===== src/rtl/core_pkg.sv =====
// Shared definitions for the execute/memory slice: LSU state encoding and RV32 load/store size codes.
package core_pkg;

  typedef enum logic [1:0] {
    IDLE = 2'd0,
    REQ  = 2'd1,
    WAIT = 2'd2,
    DONE = 2'd3
  } lsu_state_t;

  localparam logic [2:0] F3_B = 3'b000;
  localparam logic [2:0] F3_H = 3'b001;
  localparam logic [2:0] F3_W = 3'b010;

endpackage


===== src/rtl/lsu_lane_align.sv =====
// Byte-lane alignment for the LSU: store data shifted up to its lane, load data shifted down to bit 0,
// plus the natural-alignment check for halfword and word accesses.
module lsu_lane_align
  import core_pkg::*;
(
  input  logic [1:0]  addr_lo,
  input  logic [2:0]  funct3,
  input  logic [31:0] store_data,
  input  logic [31:0] load_data,
  output logic [31:0] store_shifted,
  output logic [31:0] load_shifted,
  output logic        misaligned
);

  logic unused_sign;

  // Sign/zero extension is the writeback stage's job, so funct3[2] plays no part here.
  assign unused_sign = funct3[2];

  assign store_shifted = store_data << {addr_lo, 3'b000};
  assign load_shifted  = load_data >> {addr_lo, 3'b000};

  assign misaligned = ((funct3[1:0] == F3_H[1:0]) & addr_lo[0]) |
                      ((funct3[1:0] == F3_W[1:0]) & (addr_lo != 2'b00));

endmodule


===== src/rtl/lsu_mem_ctrl.sv =====
// Load/store sequencer between execute datapath B and the handshaked data bus: one access at a time,
// pipeline stall while busy, lane alignment, misalign detection, flush handling and a bus timeout.
module lsu_mem_ctrl
  import core_pkg::*;
#(
  parameter int unsigned TIMEOUT_CYCLES = 255
) (
  input  logic        clk,
  input  logic        reset,
  input  logic        req_re,
  input  logic [3:0]  req_we,
  input  logic [31:0] req_addr,
  input  logic [31:0] req_wdata,
  input  logic [2:0]  req_funct3,
  input  logic        flush,
  output logic        stall,
  output logic        resp_valid,
  output logic [31:0] resp_rdata,
  output logic        misalign,
  output logic        bus_err,
  output logic        mem_req,
  output logic [3:0]  mem_we,
  output logic [31:0] mem_addr,
  output logic [31:0] mem_wdata,
  input  logic        mem_gnt,
  input  logic        mem_rvalid,
  input  logic [31:0] mem_rdata
);

  localparam logic [15:0] LAST_COUNT = 16'(TIMEOUT_CYCLES - 1);

  lsu_state_t  state_q, state_d;
  logic [31:0] addr_q, wdata_q, rdata_q;
  logic [3:0]  we_q;
  logic [2:0]  funct3_q;
  logic [15:0] count_q;
  logic        kill_q, err_q;

  logic        in_idle, req_present, misaligned, accept, is_store, killed;
  logic        timeout_hit, timeout_done;
  logic [1:0]  align_addr;
  logic [2:0]  align_funct3;
  logic [31:0] store_shifted, load_shifted;

  assign in_idle     = (state_q == IDLE);
  assign req_present = req_re | (|req_we);

  // The aligner sees the live request while idle and the latched operation once it is in flight.
  assign align_addr   = in_idle ? req_addr[1:0] : addr_q[1:0];
  assign align_funct3 = in_idle ? req_funct3 : funct3_q;

  lsu_lane_align u_align (
    .addr_lo      (align_addr),
    .funct3       (align_funct3),
    .store_data   (req_wdata),
    .load_data    (mem_rdata),
    .store_shifted(store_shifted),
    .load_shifted (load_shifted),
    .misaligned   (misaligned)
  );

  assign accept      = in_idle & req_present & ~misaligned & ~flush;
  assign is_store    = |we_q;
  assign killed      = kill_q | flush;
  assign timeout_hit = (count_q == LAST_COUNT);
  assign timeout_done = timeout_hit &
                        (((state_q == REQ)  & ~mem_gnt    & ~flush) |
                         ((state_q == WAIT) & ~mem_rvalid & ~killed));

  always_comb begin
    state_d = state_q;
    case (state_q)
      IDLE: if (accept) state_d = REQ;
      REQ: begin
        if (mem_gnt)          state_d = is_store ? (flush ? IDLE : DONE) : WAIT;
        else if (flush)       state_d = IDLE;
        else if (timeout_hit) state_d = DONE;
      end
      WAIT: begin
        if (mem_rvalid || timeout_hit) state_d = killed ? IDLE : DONE;
      end
      DONE:    state_d = IDLE;
      default: state_d = IDLE;
    endcase
  end

  always_ff @(posedge clk or posedge reset) begin
    if (reset) begin
      state_q  <= IDLE;
      addr_q   <= '0;
      wdata_q  <= '0;
      rdata_q  <= '0;
      we_q     <= '0;
      funct3_q <= '0;
      count_q  <= '0;
      kill_q   <= 1'b0;
      err_q    <= 1'b0;
    end else begin
      state_q <= state_d;
      case (state_q)
        IDLE: begin
          kill_q <= 1'b0;
          if (accept) begin
            addr_q   <= req_addr;
            wdata_q  <= store_shifted;
            we_q     <= req_we;
            funct3_q <= req_funct3;
            count_q  <= '0;
            rdata_q  <= '0;
            err_q    <= 1'b0;
          end
        end
        REQ: begin
          count_q <= count_q + 16'd1;
          // A flushed load that was already granted must still drain its read data.
          if (mem_gnt && flush && !is_store) kill_q <= 1'b1;
          if (timeout_done) err_q <= 1'b1;
        end
        WAIT: begin
          count_q <= count_q + 16'd1;
          if (flush) kill_q <= 1'b1;
          if (mem_rvalid) rdata_q <= load_shifted;
          if (timeout_done) err_q <= 1'b1;
        end
        default: ;
      endcase
    end
  end

  assign stall      = accept | (state_q == REQ) | (state_q == WAIT);
  assign misalign   = in_idle & req_present & misaligned & ~flush;
  assign resp_valid = (state_q == DONE);
  assign bus_err    = (state_q == DONE) & err_q;
  assign resp_rdata = rdata_q;
  assign mem_req    = (state_q == REQ);
  assign mem_we     = (state_q == REQ) ? we_q : 4'b0000;
  assign mem_addr   = {addr_q[31:2], 2'b00};
  assign mem_wdata  = wdata_q;

endmodule

===== config.mk =====
export PLATFORM = sky130hd
export DESIGN_NAME = lsu_mem_ctrl
export DESIGN_NICKNAME = d
export VERILOG_FILES = /design/src/rtl/core_pkg.sv /design/src/rtl/lsu_lane_align.sv /design/src/rtl/lsu_mem_ctrl.sv
export SDC_FILE = /design/constraint.sdc
export NUM_CORES = 1
export LEC_CHECK = 0
export CAP_MARGIN = 40
export CORE_MARGIN = 2
export CORE_UTILIZATION = 58
export DETAILED_ROUTE_END_ITERATION = 6
export DONT_BUFFER_PORTS = 1
export HOLD_SLACK_MARGIN = 0.05
export PLACE_DENSITY = 0.75
export SKIP_LAST_GASP = 1
export SYNTH_ARGS = -nofsm -noshare
export SYNTH_HDL_FRONTEND = slang
export SYNTH_SLANG_ARGS = --single-unit

===== constraint.sdc =====
create_clock -name clk -period 4.5 [get_ports clk]
set_input_delay 1.35 -clock clk [delete_from_list [all_inputs] [get_ports clk]]
set_output_delay 1.35 -clock clk [all_outputs]
set_load 0.005 [all_outputs]

=== Word level (Yosys, flattened, before mapping) ===
Cells that the tools add are included.

* Logic and storage cells: 90
* Output and inout bits: 105
* Register bits after elaboration: 122
* Input bits: 109

* Shift-type cells: 2
* Equal/unequal tests: 13
* Bitwise logic cells: 24
* Reductions and logical operators: 18
* $add $sub $neg: 1
* Multiplexer cells: 23

{| class="wikitable"
|+ Operators by type and width
! cell !! count
|-
| $mux W32 || 2
|-
| $pmux W32 S2 || 1
|-
| $pmux W16 S2 || 1
|-
| $shl A32 B5 Y32 || 1
|-
| $shr A32 B5 Y32 || 1
|-
| $mux W2 || 10
|-
| $add A16 B1 Y16 const B || 1
|-
| $eq A16 B8 Y1 const B || 1
|-
| $mux W16 || 1
|-
| $and A1 B1 Y1 || 13
|-
| $reduce_and A3 Y1 || 4
|-
| $ne A2 B1 Y1 const B || 4
|-
| $pmux W2 S4 || 1
|-
| $reduce_or A4 Y1 || 2
|-
| $eq A2 B2 Y1 const B || 3
|-
| $or A1 B1 Y1 || 6
|-
| $reduce_bool A2 Y1 || 3
|-
| $not A1 Y1 || 5
|-
| $eq A2 B1 Y1 const B || 2
|-
| $mux W1 || 4
|-
| $mux W4 || 1
|-
| $ne A2 B2 Y1 const B || 2
|-
| $ne A4 B2 Y1 const B || 1
|-
| $reduce_and A2 Y1 || 2
|-
| 8 further kinds || 9
|}

=== Longest topological paths before layout ===
Gate-level depths: netlist of the first run.

* Depth in word-level cells: 10
* Mapped depth: 10
* Mapped depth without buffers: 7

=== By module ===
A second synthesis of the first run with hierarchy kept.

* Cells, all modules: 621
* Area, all modules: 7151.9 µm²

{| class="wikitable"
|+ Modules (own cells, without submodules)
! module !! cells each !! sequential area each (µm²) !! times used !! area an instance (µm²)
|-
| lsu_mem_ctrl || 488 || 3078.0 || 1 || 5948.2
|-
| lsu_lane_align || 133 || 0.0 || 1 || 1203.7
|}

=== Worst setup path after synthesis of the first run ===
OpenSTA, ideal clock, no wires.

* Path type: input-to-output
* Start point: in req_we[1]
* End point: out stall
* Data arrival time: 2.543 ns
* Required time: 3.150 ns
* Slack: 0.607 ns
* Cell stages on the path: 5
* Path buffers: 1
* Cells stage by stage: or4_4 > o21a_1 > nand2_1 > buf_2 > nand2_1

* Longest elaborated chain between the ends: 7

{| class="wikitable"
|+ Ends and longest elaborated chain
! element !! RTL line !! text
|-
| start: declaration || lsu_mem_ctrl.sv:11 || <nowiki>input logic [3:0] req_we,</nowiki>
|-
| $reduce_or A4 Y1 || lsu_mem_ctrl.sv:46 || <nowiki>assign req_present = req_re | (|req_we);</nowiki>
|-
| $or A1 B1 Y1 || lsu_mem_ctrl.sv:46 ||
|-
| $and A1 B1 Y1 (3 in series) || lsu_mem_ctrl.sv:62 || <nowiki>assign accept = in_idle & req_present & ~misaligned & ~flush;</nowiki>
|-
| $or A1 B1 Y1 (2 in series) || lsu_mem_ctrl.sv:130 || <nowiki>assign stall = accept | (state_q == REQ) | (state_q == WAIT);</nowiki>
|-
| end: declaration || lsu_mem_ctrl.sv:16 || <nowiki>output logic stall,</nowiki>
|}

No other way between the ends.

=== Final worst setup path of the first run ===
* Start point: in req_we[1]
* End point: out misalign

* Longest elaborated chain between the ends: 5

{| class="wikitable"
|+ Ends and longest elaborated chain
! element !! RTL line !! text
|-
| $reduce_or A4 Y1 || lsu_mem_ctrl.sv:46 ||
|-
| $or A1 B1 Y1 || lsu_mem_ctrl.sv:46 ||
|-
| $and A1 B1 Y1 (3 in series) || lsu_mem_ctrl.sv:131 || <nowiki>assign misalign = in_idle & req_present & misaligned & ~flush;</nowiki>
|-
| end: declaration || lsu_mem_ctrl.sv:19 || <nowiki>output logic misalign,</nowiki>
|}

No other way between the ends.

==> results of run 1 <==
[cell families after synthesis]
logic type,synth area share
simple gates,0.209
flops,0.471
compound gates,0.118
buf+inv,0.0856
mux,0.102
fa+ha+maj,0.0118
xor+xnor,0.00275
other cells,0.000588
[flip-flops by register name (all words and copies together) (netlist names)]
register	flops
mem_wdata	32
state_q	2
resp_rdata	32
addr_q	32
err_q	1
we_q	4
kill_q	1
count_q	16
[path summary, 6_finish.rpt]
path | start | endpoint | slack, ns | cells past startpoint
setup reg to reg | state_q[0] | resp_rdata[13] | 1.37 | 8
setup / recovery | req_we[1] | misalign | 0.78 | 3
hold reg to reg | addr_q[13] | addr_q[13] | 0.50 | 2
hold / removal | addr_q[13] | addr_q[13] | 0.50 | 2
min in group asynchronous | reset | resp_rdata[30] | 0.86 | 1
max in group asynchronous | reset | addr_q[17] | 2.80 | 2
[where the power goes]
group	switching [mW]	total (mW)	internal [mW]	leakage [nW]
registers	0.344	1.82	1.47	1.57
logic	1.09	1.74	0.651	1.39
clock network	0.492	1.43	0.941	0.299
[layer usage]
layer,GRT usage,vias to the layer above
li1,-,2305
met1,0.330,2391
met2,0.434,254
met3,0.0837,48
met4,0.125,0
met5,0,-
[cells in the final DEF (no fill, tap or decap), types with 5 or more instances in the layout]
cell type,synthesis,final
dfrtp_1,120,120
mux2_2,12,12
ha_1,6,6
clkbuf_16,0,16
nor2_1,23,22
buf_4,35,6
o31ai_1,14,14
nand2_1,206,205
mux2i_1,41,40
a21oi_1,31,31
mux2_4,6,6
nand3_1,24,24
o21ai_0,34,34
and2_1,7,7
o2bb2ai_1,9,9
a31oi_1,5,5
inv_1,31,30
or4_1,5,5
nand4_1,17,17
[final cells by class]
class / instances / area, µm²
clock buffers: 20 / 455
repair buffers: 9 / 113
well taps: 140 / 175
inverters: 31 / 120
multi-input cells: 492 / 2860
fillers: 842 / 3890
flip-flops and latches: 120 / 3000
clock inverters: 11 / 170
[worst register-to-register path: stages, from the launching register on]
cell and delay [ns]:
dfrtp_1 0.41, inv_1 0.10, ha_1 0.60, mux2_2 0.60
nor2_1 0.60, buf_4 0.31, o2bb2ai_1 0.17, nand4_1 0.11
o21ai_0 0.14
[through the flow]
| step | cell area, µm² | instances | hold slack, ns | utilization | setup WS (ns) |
|---|---|---|---|---|---|
| final | 6900 | 823 | 0.499 | 0.639 | 0.775 |
| after global routing | 6900 | 823 | 0.515 | 0.639 | 0.715 |
| after CTS | 6900 | 823 | 0.499 | 0.639 | 0.785 |
| after detailed placement | 6270 | 792 | 0.487 | 0.581 | 0.781 |
| after global placement | 6250 | 791 | 0.487 | 0.579 | 0.783 |
| after floorplan | 6380 | 713 | 0.447 | - | 0.607 |
==> results by group, run 1 <==
Die
  • Initial Util: 0.591
  • Die X: 109 µm
  • Core area: 10800 µm²
  • I/O pins: 214
  • Full die area: 11800 µm²
  • Die span in y: 109 µm
  • Rows: 38

Synthesis
  • Post-Synthesis Cells: 712
  • #FFs+latches synth: 120
  • Largest area contributor in the netlist: dfrtp_1
  • Synth Area per Inst: 8.96 µm²
  • Synth top cells by count: 206 x nand2_1, 120 x dfrtp_1, 41 x mux2i_1
  • Yosys warning total: 0
  • Post-synthesis cell area: 6380 µm²
  • Synth Flop Type: dfrtp_1
  • Synth unique cells: 55
  • Post-synth EDFFs: 0
  • Top post-synthesis cells by area: dfrtp_1 47%, nand2_1 12%, mux2i_1 6.4%
  • Post-synth ARST share: 1.00
  • Top cell type's share of synthesized area: 0.471
  • Sequential area share after synthesis: 0.471
  • Cell with the most instances after synthesis: nand2_1

Place
  • DP HPWL: 10900 µm
  • IO Port Bufs: 0
  • GPL Wtd Cong: 0.817

STA
  • TNS Setup: 0 ns
  • Final Hold Viols: 0
  • Final min period: 3.72 ns
  • Final setup vio count: 0
  • Least-Margin Pin Slew: 0.832 ns
  • FMAX: 268 MHz
  • Clock Skew: 0.0103 ns
  • Rel. slew slack: 0.444
  • RSZ-0062 raised after global routing: no
  • Pins Over Slew Limit: 0
  • Final worst path period share: 0.828

Power
  • VDD IR max: 0.333 mV
  • P_leak: 3.26 nW
  • PwrDens: 723 nW/µm²
  • Overall power: 4.99 mW

Global routing
  • Largest net degree at the start of global routing: 79
  • Vias in the first global route: 4845
  • First-pass GRT wire length: 24400 µm
  • Global route overflow: 0
  • Initial antenna violation count: 0
  • Overall routing resource usage: 0.269

Outcome
  • Outcome: finished clean

Critical path
  • Startpoint types: input port
  • Slowest-stage cell, CP: or4_4
  • CP Buf/Inv Count: 0
  • CP delay by family, top: simple AND/OR/NAND/NOR gates
  • Crit. End Element: output port
  • Crit-path cells: or4_4 -> o21ai_1 -> nor2_1
  • Worst Path Arrival: 2.37 ns
  • Max stage delay on crit path: 0.57 ns
  • Worst endpoint required time: 3.15 ns
  • CP Class: in -> out
  • Crit-path max FO: 4

Final layout
  • Layout Nets: 786
  • Share of layout cells above drive strength 1: 0.104
  • Ant. Diodes: 0
  • Layout overhead on the synthesized area: 8.20%

Clock network
  • Worst-path clk slew: 0.06 ns
  • Clk_lat worst skew: 0.52 ns
  • CTS Buf Count: 17
  • H-tree Lvls: 4
  • # Post-CTS Setup Buffers: 0
  • Hold buffers post-CTS: 0
  • Clock sinks: 120
  • Clock buffer depth: 2
  • CTS resizes: 0
  • CTS root buffer: clkbuf_8
  • CTS tree: yes

Flow run
  • Max-Cap Viols: 0

Detailed routing
  • Met3 routed WL: 1350 µm
  • Iteration-0 DRC Markers: 578
  • Wirelength per Cell: 19.2 µm
  • Drt pass-1 iters: 6
  • Post-DRT Antenna Nets: 0
  • DR top layer: met4
  • Final WL: 15800 µm
  • WL met2: 7650 µm
  • M1 WL: 6270 µm
  • Avg Vias per Cell: 6.07
  • Vias: 4998
  • # DRC: 0

Hold path
  • Hold/Removal Path Class: reg -> reg
Note: power is estimated with default switching activity, not from simulation.
==> run 2, diff against run 1 <==
clock period = 3 ns   (was 4.5 ns; I/O delays follow)
==> run 2 against run 1 <==
Power increased by 47%. Wire length is 0.93% lower. Clock-buffer cell count unchanged. Non-clock buffer count is 4 higher. Largest cell class unchanged. Global-route usage shrank 0.53 points. Design area decreased by 0.25%. Sequential cell count did not move. Critical endpoint is now stall. Sequential share of layout area grew 0.11 points.
==> results by group, run 2 (synthesized netlist as in run 1, its figures left out) <==
Outcome
  • Outcome: finished clean (unchanged)

Final layout
  • Layout Nets: 790 (was 786)
  • Ant. Diodes: 0 (unchanged)
  • Most common cell after layout, fill and taps aside: nand2_1 (unchanged)
  • Share of layout cells above drive strength 1: 0.110 (was 0.104)
  • Combined area of the multi-input logic cells: 2870 µm² (was 2860 µm²)
  • Final instance area: 6880 µm² (was 6900 µm²)
  • Final Util: 0.638 (was 0.639)
  • Layout overhead on the synthesized area: 7.93% (was 8.20%)
  • Commonest non-fill, non-tap cells in the layout: 205 x nand2_1, 120 x dfrtp_1, 40 x mux2i_1 (unchanged)
  • Fillers: 882 (was 842)
  • Register Area: 3000 µm² (unchanged)

Detailed routing
  • Wirelength per Cell: 18.9 µm (was 19.2 µm)
  • # DRC: 0 (unchanged)
  • Post-DRT Antenna Nets: 0 (unchanged)
  • Drt pass-1 iters: 5 (was 6)
  • Avg Vias per Cell: 6.07 (about the same)
  • Final WL: 15700 µm (was 15800 µm)
  • Iteration-0 DRC Markers: 371 (was 578)
  • Vias: 5030 (was 4998)

Die
  • Full die area: 11800 µm² (unchanged)
  • Rows: 38 (unchanged)
  • Core area: 10800 µm² (unchanged)
  • Initial Util: 0.591 (unchanged)
  • Die X: 109 µm (unchanged)
  • Die span in y: 109 µm (unchanged)
  • I/O pins: 214 (unchanged)

Power
  • P_leak: 3.26 nW (about the same)
  • Overall power: 7.33 mW (was 4.99 mW)
  • Combinational share of power: 0.360 (was 0.348)
  • Clock Power Share: 0.268 (was 0.287)
  • VDD IR max: 0.550 mV (was 0.333 mV)
  • Internal: 4.45 mW (was 3.07 mW)
  • Switching part of the total: 0.392 (was 0.385)
  • Psw: 2.88 mW (was 1.92 mW)
  • Sequential share of power: 0.371 (was 0.364)
  • PwrDens: 1060 nW/µm² (was 723 nW/µm²)

Clock network
  • CTS root buffer: clkbuf_8 (unchanged)
  • Hold buffers post-CTS: 0 (unchanged)
  • H-tree Lvls: 4 (unchanged)
  • CTS tree: yes (unchanged)
  • Worst-path clk slew: 0.06 ns (about the same)
  • Clk_lat worst skew: 0.53 ns (was 0.52 ns)
  • CTS Buf Count: 17 (unchanged)
  • Clock buffer depth: 2 (unchanged)
  • Clock sinks: 120 (unchanged)

Critical path
  • Critical R2R Launch: state_q[1] (was state_q[0])
  • Crit-path max FO: 6 (was 4)
  • Register-to-Register Path Depth: 9 (was 8)
  • R2r setup slk: 0.52 ns (was 1.37 ns)
  • Worst endpoint required time: 2.10 ns (was 3.15 ns)
  • Worst Path Arrival: 1.95 ns (was 2.37 ns)
  • Reg2reg end: mem_wdata[24] (was resp_rdata[13])
  • Crit. End Element: output port (unchanged)
  • CP Class: reg -> out (was in -> out)
  • Critical path destination: stall (was misalign)
  • Critical Path Start: state_q[1] (was req_we[1])
  • Startpoint types: flop (was input port)

Flow run
  • Max-Cap Viols: 0 (unchanged)

Place
  • IO Port Bufs: 0 (unchanged)
  • Worst slack, placed: 0.226 ns (was 0.781 ns)
  • DP HPWL: 10600 µm (was 10900 µm)
  • Placed cell area: 6310 µm² (was 6270 µm²)
  • GPL Wtd Cong: 0.810 (was 0.817)

STA
  • FMAX: 351 MHz
  • RSZ-0062 raised after global routing: no (unchanged)
  • TNS Setup: 0 ns (unchanged)
  • Final Hold Viols: 0 (unchanged)
  • Least-Margin Pin Slew: 0.826 ns (was 0.832 ns)
  • Final setup vio count: 0 (unchanged)
  • Clock Skew: 0.0206 ns (was 0.0103 ns)
  • Pins Over Slew Limit: 0 (unchanged)
  • Rel. slew slack: 0.449 (was 0.444)
  • Setup ws final: 0.150 ns (was 0.775 ns)
  • Final min period: 2.85 ns
  • Final worst path period share: 0.950

Global routing
  • Initial antenna violation count: 0 (unchanged)
  • Largest net degree at the start of global routing: 121 (was 79)
  • Vias in the first global route: 4874 (was 4845)
  • Overall routing resource usage: 0.264 (was 0.269)
  • First-pass GRT wire length: 24000 µm (was 24400 µm)
  • Global route overflow: 0 (unchanged)

Hold path
  • Hold/Removal Path Class: in -> async (was reg -> reg)
[run 2: changes by cell type in the layout (fill, tap and decap cells not counted)]
cell / change
buf_16: -1
clkinv_2: +3
bufinv_16: -2
buf_12: +2
ha_2: +1
buf_4: +3
ha_1: -1
clkbuf_8: -1
clkbuf_1: +1
[run 2: cell type report]
cell class                 count  share of cell area
inverter                      31              0.0175
multi-input combinational    492               0.416
clock buffer                  20              0.0647
timing repair buffer          13              0.0215
clock inverter                12              0.0182
sequential                   120               0.436
tap                          140              0.0255
[run 2: per-layer routing]
layer,GRT usage,up-vias,wire length (µm),share of wire
li1,-,2319,-,-
met4,0.104,0,282,0.018
met5,0,-,0,0
met2,0.419,253,7650,0.49
met1,0.333,2431,6330,0.40
met3,0.0897,27,1410,0.090
[run 2: power groups by stage]
stage          registers, mW  logic, mW  clock network (mW)
2_1_floorplan           2.54       2.37                   0
5_1_grt                 2.80       2.93                2.07
6_report                2.72       2.64                1.96
3_3_place_gp            2.73       2.52                   0
4_1_cts                 2.73       2.63                1.98
3_5_place_dp            2.75       2.62                   0
[run 2: how the worst min path moves through the flow]
stage,cells past startpoint,slack [ns],to
finish,2,0.42,count_q[2]
global route,2,0.48,addr_q[6]
CTS,2,0.47,addr_q[25]
detailed placement,2,0.49,we_q[3]
global placement,2,0.48,we_q[3]
floorplan,2,0.45,addr_q[10]
[run 2: per-stage QoR]
step | hold WS (ns) | std cells
global placement | 0.483 | 796
finish | 0.420 | 828
global route | 0.475 | 828
detailed placement | 0.485 | 796
CTS | 0.468 | 828
floorplan | 0.447 | 713
[run 2: timing repair]
item / CTS / global route
endpoints found under the setup margin: 0 / 1
buffers inserted: 0 / 0
endpoints found under the hold margin: 0 / 0
gates resized for setup: 0 / 1
[run 2: critical path, stage by stage, from the launching register on]
cell and delay, ns:
dfrtp_1 0.40, inv_1 0.12, ha_2 0.28, nor2b_1 0.24, o21a_1 0.21, nand2_2 0.09
nand2_1 0.09
